<file path="src/rtl/msrr_ctrl.sv">
//-----------------------------------------------------------------------------
// msrr_ctrl -- sequencer for an external 8-bit universal shift register.
//
// Accepts a parallel word over a valid/ready handshake, parallel-loads it into
// the shift register, then shifts it out one bit per accepted serial beat
// (LSB-first or MSB-first). The word ends with a one-cycle done pulse and
// GAP idle cycles.
//
// Optional feature macro: MSRR_CTRL_PARITY_EN
//   When defined, an even-parity bit (XOR of the word) is sent after bit 7.
//   When undefined, the parity state and parity logic are not built.
//
// Parameters:
//   FILL      - serial fill bit driven on sln
//   GAP       - idle cycles after DONE before returning to IDLE (0..7)
//
// Ports:
//   clk       - clock, rising edge
//   rst       - asynchronous active-low reset
//   in_data   - parallel word to transmit
//   in_dir    - 0 = LSB-first (shift right), 1 = MSB-first (shift left)
//   in_valid  - word offered
//   in_ready  - controller can accept a word (IDLE only)
//   po        - parallel output of the shift register being sequenced
//   mode      - shift register command: 00 hold, 01 right, 10 left, 11 load
//   pi        - parallel load data (latched word)
//   sln       - serial fill bit to the shift register
//   ser_out   - current serial bit
//   ser_valid - ser_out valid this cycle
//   ser_ready - downstream accepts ser_out
//   done      - one-cycle pulse at end of each word
//-----------------------------------------------------------------------------
module msrr_ctrl #(
  parameter logic FILL = 1'b0,
  parameter int   GAP  = 0
) (
  input  logic       clk,
  input  logic       rst,
  input  logic [7:0] in_data,
  input  logic       in_dir,
  input  logic       in_valid,
  output logic       in_ready,
  input  logic [7:0] po,
  output logic [1:0] mode,
  output logic [7:0] pi,
  output logic       sln,
  output logic       ser_out,
  output logic       ser_valid,
  input  logic       ser_ready,
  output logic       done
);

  typedef enum logic [2:0] {
    ST_IDLE   = 3'd0,
    ST_LOAD   = 3'd1,
    ST_SHIFT  = 3'd2,
`ifdef MSRR_CTRL_PARITY_EN
    ST_PARITY = 3'd3,
`endif
    ST_DONE   = 3'd4,
    ST_GAPW   = 3'd5
  } state_t;

  // Last gap-counter value before leaving GAPW; unused when GAP is zero.
  localparam int         GAP_LAST_I = (GAP > 0) ? (GAP - 1) : 0;
  localparam logic [2:0] GAP_LAST   = GAP_LAST_I[2:0];
  localparam logic       HAS_GAP    = (GAP > 0);

  localparam logic [1:0] MODE_HOLD  = 2'b00;
  localparam logic [1:0] MODE_RIGHT = 2'b01;
  localparam logic [1:0] MODE_LEFT  = 2'b10;
  localparam logic [1:0] MODE_LOAD  = 2'b11;

`ifdef MSRR_CTRL_PARITY_EN
  // Even parity: the bit that makes the total count of ones even.
  function automatic logic even_parity(input logic [7:0] w);
    return ^w;
  endfunction
`endif

  state_t     state_r;
  state_t     state_nxt_s;
  logic [2:0] bit_cnt_r;
  logic [2:0] bit_cnt_nxt_s;
  logic [2:0] gap_cnt_r;
  logic [2:0] gap_cnt_nxt_s;
  logic [7:0] word_r;
  logic       dir_r;
  logic       accept_s;

  // State-decoded output registers, updated from the next state so they are
  // aligned with state_r.
  logic       idle_r;
  logic       load_r;
  logic       shift_r;
  logic       ser_valid_r;
  logic       done_r;
`ifdef MSRR_CTRL_PARITY_EN
  logic       parity_st_r;
  logic       par_r;
`endif

  logic [1:0] mode_s;
  logic       ser_out_s;

  // Handshake qualifier: a word is taken only while idle.
  always_comb begin
    accept_s = 1'b0;
    if (state_r == ST_IDLE) begin
      accept_s = in_valid;
    end else begin
      accept_s = 1'b0;
    end
  end

  // Next-state and counter logic.
  always_comb begin
    state_nxt_s   = state_r;
    bit_cnt_nxt_s = bit_cnt_r;
    gap_cnt_nxt_s = gap_cnt_r;
    case (state_r)
      ST_IDLE: begin
        if (in_valid) begin
          state_nxt_s = ST_LOAD;
        end else begin
          state_nxt_s = ST_IDLE;
        end
      end
      ST_LOAD: begin
        state_nxt_s   = ST_SHIFT;
        bit_cnt_nxt_s = 3'd0;
      end
      ST_SHIFT: begin
        if (ser_ready) begin
          // Counter wraps 7 -> 0 naturally on the final bit.
          bit_cnt_nxt_s = bit_cnt_r + 3'd1;
          if (bit_cnt_r == 3'd7) begin
`ifdef MSRR_CTRL_PARITY_EN
            state_nxt_s = ST_PARITY;
`else
            state_nxt_s = ST_DONE;
`endif
          end else begin
            state_nxt_s = ST_SHIFT;
          end
        end else begin
          state_nxt_s   = ST_SHIFT;
          bit_cnt_nxt_s = bit_cnt_r;
        end
      end
`ifdef MSRR_CTRL_PARITY_EN
      ST_PARITY: begin
        if (ser_ready) begin
          state_nxt_s = ST_DONE;
        end else begin
          state_nxt_s = ST_PARITY;
        end
      end
`endif
      ST_DONE: begin
        gap_cnt_nxt_s = 3'd0;
        if (HAS_GAP) begin
          state_nxt_s = ST_GAPW;
        end else begin
          state_nxt_s = ST_IDLE;
        end
      end
      ST_GAPW: begin
        if (gap_cnt_r == GAP_LAST) begin
          state_nxt_s   = ST_IDLE;
          gap_cnt_nxt_s = 3'd0;
        end else begin
          state_nxt_s   = ST_GAPW;
          gap_cnt_nxt_s = gap_cnt_r + 3'd1;
        end
      end
      default: begin
        state_nxt_s   = ST_IDLE;
        bit_cnt_nxt_s = 3'd0;
        gap_cnt_nxt_s = 3'd0;
      end
    endcase
  end

  // FSM state, counters, latched word and registered output decode.
  always_ff @(posedge clk or negedge rst) begin
    if (!rst) begin
      state_r     <= ST_IDLE;
      bit_cnt_r   <= 3'd0;
      gap_cnt_r   <= 3'd0;
      word_r      <= 8'h00;
      dir_r       <= 1'b0;
      idle_r      <= 1'b1;
      load_r      <= 1'b0;
      shift_r     <= 1'b0;
      ser_valid_r <= 1'b0;
      done_r      <= 1'b0;
`ifdef MSRR_CTRL_PARITY_EN
      parity_st_r <= 1'b0;
      par_r       <= 1'b0;
`endif
    end else begin
      state_r   <= state_nxt_s;
      bit_cnt_r <= bit_cnt_nxt_s;
      gap_cnt_r <= gap_cnt_nxt_s;
      if (accept_s) begin
        word_r <= in_data;
        dir_r  <= in_dir;
`ifdef MSRR_CTRL_PARITY_EN
        par_r  <= even_parity(in_data);
`endif
      end else begin
        word_r <= word_r;
        dir_r  <= dir_r;
      end
      idle_r      <= (state_nxt_s == ST_IDLE);
      load_r      <= (state_nxt_s == ST_LOAD);
      shift_r     <= (state_nxt_s == ST_SHIFT);
      done_r      <= (state_nxt_s == ST_DONE);
`ifdef MSRR_CTRL_PARITY_EN
      parity_st_r <= (state_nxt_s == ST_PARITY);
      ser_valid_r <= (state_nxt_s == ST_SHIFT) || (state_nxt_s == ST_PARITY);
`else
      ser_valid_r <= (state_nxt_s == ST_SHIFT);
`endif
    end
  end

  // Shift register command. The shift direction is only issued on an
  // accepted serial beat so a stalled bit stays on ser_out.
  always_comb begin
    mode_s = MODE_HOLD;
    if (load_r) begin
      mode_s = MODE_LOAD;
    end else if (shift_r && ser_ready) begin
      if (dir_r) begin
        mode_s = MODE_LEFT;
      end else begin
        mode_s = MODE_RIGHT;
      end
    end else begin
      mode_s = MODE_HOLD;
    end
  end

  // Serial bit: the outgoing end of the shift register, or the parity bit.
  always_comb begin
    ser_out_s = 1'b0;
    if (shift_r) begin
      if (dir_r) begin
        ser_out_s = po[7];
      end else begin
        ser_out_s = po[0];
      end
`ifdef MSRR_CTRL_PARITY_EN
    end else if (parity_st_r) begin
      ser_out_s = par_r;
`endif
    end else begin
      ser_out_s = 1'b0;
    end
  end

  // in_ready is gated by rst so it reads 0 while reset is held and rises in
  // the very first idle cycle after release.
  assign in_ready  = idle_r & rst;
  assign mode      = mode_s;
  assign pi        = word_r;
  assign sln       = FILL;
  assign ser_out   = ser_out_s;
  assign ser_valid = ser_valid_r;
  assign done      = done_r;

endmodule

</file>
<file path="config.mk">
export PLATFORM = sky130hd
export DESIGN_NAME = msrr_ctrl
export DESIGN_NICKNAME = d
export VERILOG_FILES = /design/src/rtl/msrr_ctrl.sv
export SDC_FILE = /design/constraint.sdc
export NUM_CORES = 1
export LEC_CHECK = 0
export BUFFER_PORTS_ARGS = -buffer_cell sky130_fd_sc_hd__buf_2
export CORE_AREA = 4 4 46 58
export CTS_CLUSTER_SIZE = 20
export DETAILED_ROUTE_END_ITERATION = 12
export DIE_AREA = 0 0 50 62
export PLACE_DENSITY = 0.74
export SLEW_MARGIN = 5
export SYNTH_ARGS = -nofsm -noshare
export SYNTH_HDL_FRONTEND = slang
export SYNTH_SLANG_ARGS = --single-unit
export TNS_END_PERCENT = 100
</file>
<file path="constraint.sdc">
create_clock -name clk -period 2.95 [get_ports clk]
set_input_delay 0.1475 -clock clk [delete_from_list [all_inputs] [get_ports clk]]
set_output_delay 0.1475 -clock clk [all_outputs]
set_load 0.02 [all_outputs]
</file>
-- After elaboration in Yosys (flattened, before gate mapping)
Index checks and enable logic that the tools add are counted.
- multiplexer cells: 15
- reduce and logical (&&, ||, !) cells: 7
- bitwise operators: 2
- equality and inequality tests: 9
- add/subtract/negate cells: 2
- operator list (kind ; number):
    two-way mux 3 bit ; 5
    == test 3 bit, second input constant ; 4
    case mux 3 bit (2 select lines) ; 2
    case mux 3 bit (4 select lines) ; 1
    zero test 3 bit ; 3
    adder 3 x 1 -> 3 bit, second input constant ; 2
    == test 3 x 1 -> 1 bit, second input constant ; 2
    == test 3 x 2 -> 1 bit, second input constant ; 2
    two-way mux 2 bit ; 3
    OR reduction 3 bit ; 2
    two-way mux 1 bit ; 4
    != test 2 bit, second input constant ; 1
    AND reduction 2 bit ; 1
    bitwise AND 1 bit ; 1
    logical AND 1 bit ; 1
    inverter 1 bit ; 1
- register bits after elaboration: 22
- logic and storage cells: 44
- output and inout port bits: 15
- bits of input ports: 21

-- Longest topological paths before layout
- depth in word-level cells: 5
- gate-level depth with buffers: 5
- mapped depth without buffers: 5

-- Least setup slack after synthesis
Ideal clock, no wire load.
- kind: register to register
- start: register state_r[0]
- end: register dir_r
- setup slack: 1571 ps
- required time: 2825 ps
- cell stages (with the launch flop): 5
- buffers on the path: 2
- arrival: 1255 ps
- period minus slack after synthesis: 1379 ps
- library setup time: 125 ps
- cells stage by stage: dfrtp_1 buf_6 nor4b_4 buf_6 mux2_2
- word-level cells in the longest chain between the ends: 2
- RTL lines (item ; RTL line ; source):
    from (decl) ; 81 ; state_t state_r;
    from (signal assigned) ; 203 ; state_r <= state_nxt_s;
    zero test 3 bit ; 109 ; if (state_r == ST_IDLE) begin
    two-way mux 1 bit ; 109 ;
    to (signal assigned) ; 208 ; dir_r <= in_dir;
    to (signal assigned) ; 214 ; dir_r <= dir_r;
    to (decl) ; 88 ; logic dir_r;
No other way between the ends.
A chain may end at the register's enable or synchronous reset.

-- Final worst setup path
Ends and elaborated chain as after synthesis.

==> flow_metrics.env <==
export IMPL_n_antenna_cell=0
export IMPL_area_growth_pct=18.3
export IMPL_r2r_start="state_r[0]"
export IMPL_finalMaxSlewViolations=0
export IMPL_fill_cells=203
export IMPL_grt_pass1_vias=683
export IMPL_yosysSeqAreaShare_pct=53.9
export IMPL_ys_async_sr_fraction_pct=100
export IMPL_wl_um=1660
export IMPL_p_leak_nw=0.601
export IMPL_hold_end="pi[6]"
export IMPL_clk_latency_ps=300
export IMPL_drc_errors=0
export IMPL_grt_usage_pct=12.2
export IMPL_hp_start="in_data[6]"
export IMPL_hold_viol=0
export IMPL_cts_hold_buf=1
export IMPL_antenna_found_initial=0
export IMPL_vias=684
export IMPL_io_pins=36
export IMPL_cts_resized=0
export IMPL_rr_endpoint="dir_r"
export IMPL_stdcell_count=138
export IMPL_fmax_mhz=584
export IMPL_powerDensity_nw_per_um2=898
export IMPL_seq_area_um2=552
export IMPL_finClkSkew_ps=1.67
export IMPL_synth_nets=103
export IMPL_synthTopCellsByCount="21 x dfrtp_1, 11 x mux2_2, 4 x a21oi_1, 4 x ha_1, 4 x nor2b_1"
export IMPL_fin_setup_tns_ps=0
export IMPL_synth_cells=78
export IMPL_synth_top_flop_cell="dfrtp_1"
export IMPL_crit_fanout=11
export IMPL_drive_gt1_share_pct=44.9
export IMPL_dp_hpwl_um=1310
export IMPL_status="completed"
export IMPL_die_width_um=50
export IMPL_end_kind="flop"
export IMPL_cp_required_ps=3150
export IMPL_wl_per_cell_um=12.0
export IMPL_yosysMostFrequentCell="dfrtp_1"
export IMPL_place_inst=133
export IMPL_grt_pass1_wl_um=2820
export IMPL_portBuffers=28
export IMPL_root_buffer="clkbuf_4"
export IMPL_drtIter0Drc=1
export IMPL_synth_seq_cells=22
export IMPL_cts_made_buffers=3
export IMPL_reg2reg_setup_slack_ps=1240
export IMPL_synth_area_per_cell_um2=13.1
export IMPL_grt_max_degree=24
export IMPL_synth_edf_count=0
export IMPL_cts_setup_buffers=0
export IMPL_yosys_warnings=0
export IMPL_max_slew_worst_pin_slew_ps=662
export IMPL_synth_area_leader_cell="dfrtp_1"
export IMPL_die_h_um=62
export IMPL_peakVddDrop_v=0.000601
export IMPL_max_cap_violations=0
export IMPL_final_setup_viol_count=0
export IMPL_holdPathStages=2
export IMPL_yosysTopAreaCellShare_pct=51.3
export IMPL_die_area_um2=3100
export IMPL_start_util_pct=47.3
export IMPL_globalplace_congestion=0.699
export IMPL_hold_path_class="input pin to flop"
export IMPL_crit_type="flop to flop"
export IMPL_grt_overflow_total=0
export IMPL_nets=133
export IMPL_cts_max_level=1
export IMPL_max_slew_margin_pct=55.7
export IMPL_clock_sinks=22
export IMPL_ant_nets=0
export IMPL_multiInputGateArea_um2=423
export IMPL_cts_tree="done"
export IMPL_ys_types=28
export IMPL_fin_util_pct=56.0
export IMPL_min_period_ps=1710
export IMPL_startpoint_type="flop"
export IMPL_detail_route_first_pass_iterations=2
export IMPL_grt_setup_unrepaired="false"
export IMPL_synth_area_um2=1020
export IMPL_post_route_period_util_pct=58.0
export IMPL_clk_pin_slew_worst_paths_ps=120
export IMPL_clock_path_buffers=2
export IMPL_rr_worst_depth=2
export IMPL_arrival_ps=1910
export IMPL_rows=19
export IMPL_vias_per_cell=4.96
export IMPL_yosys_top_cells_area="dfrtp_1 51%, mux2_2 12%, ha_1 4.9%, dfstp_2 2.6%, a22o_1 2.6%"
export IMPL_core_um2=2160
[flip-flops by register name (all words and copies together), names as in the netlist]
signal     cells
gap_cnt_r      3
done           1
state_r        3
ser_valid      1
dir_r          1
pi             8
load_r         1
idle_r         1
bit_cnt_r      3
[layout make-up]
cell class / instances / share of cell area, %
Sequential cell: 22 / 45.6
Multi-Input combinational cell: 49 / 34.9
Timing Repair Buffer: 29 / 12.4
Tap cell: 31 / 3.20
Clock buffer: 4 / 3.00
Inverter: 3 / 0.930
[stage by stage]
| step | power (W) | worst slack, ps | hold slack, ps | cell area, µm² |
|---|---|---|---|---|
| global placement | 0.000918 | 1280 | 129 | 1160 |
| global route | 0.00117 | 1120 | 39.4 | 1210 |
| floorplan | 0.000815 | 1570 | -148 | 1020 |
| CTS | 0.00111 | 1200 | 52.7 | 1210 |
| finish | 0.00109 | 1240 | 66.0 | 1210 |
| detailed placement | 0.000938 | 1220 | 142 | 1160 |
[layout by cell type, fill, tap and decap left out, types with 2 or more instances in the layout]
cell and n:
buf_2 28, inv_1 3, a22o_1 3, or3_1 2, nor2b_1 4, mux2_2 11, clkbuf_4 3, and2_1 2
nor2_1 3, ha_1 4, nand2_1 2, dfrtp_1 21, a21oi_1 4
[power by group]
part	leakage (nW)	internal, W	switching (W)
sequential	0.276	0.000412	0.0000856
combinational	0.304	0.000205	0.000224
clock	0.0210	0.0000753	0.0000872
[worst max-delay path, cell delays in order, from the launching register on]
cell and delay, ps:
dfrtp_1 530, nor4b_4 670, mux2_2 410
[worst max-delay path by stage]
stage | from | end | slack, ps | depth (start not counted)
2_1_floorplan | state_r[0] | dir_r | 1570 | 4
3_3_place_gp | state_r[0] | dir_r | 1280 | 2
3_5_place_dp | state_r[0] | pi[4] | 1220 | 2
4_1_cts | state_r[0] | dir_r | 1200 | 2
5_1_grt | state_r[0] | pi[1] | 1120 | 2
6_report | state_r[0] | dir_r | 1240 | 2
[cells by family after synthesis]
group           Yosys count  synth area share [%]
fa+ha+maj                 4                  4.89
other cells               1                 0.366
mux                      12                  13.1
flops                    22                  53.9
compound gates           12                  8.07
buf+inv                   7                  4.77
simple gates             20                  14.9
[metal layers]
layer | GRT usage [%] | wire length (µm) | vias up
met4 | 5.93 | 8 | 0
met1 | 13.2 | 695 | 334
met5 | 0 | 0 | -
met2 | 22.2 | 864 | 23
li1 | - | - | 325
met3 | 3.34 | 93 | 2
Note: power is estimated with default switching activity, not from simulation.
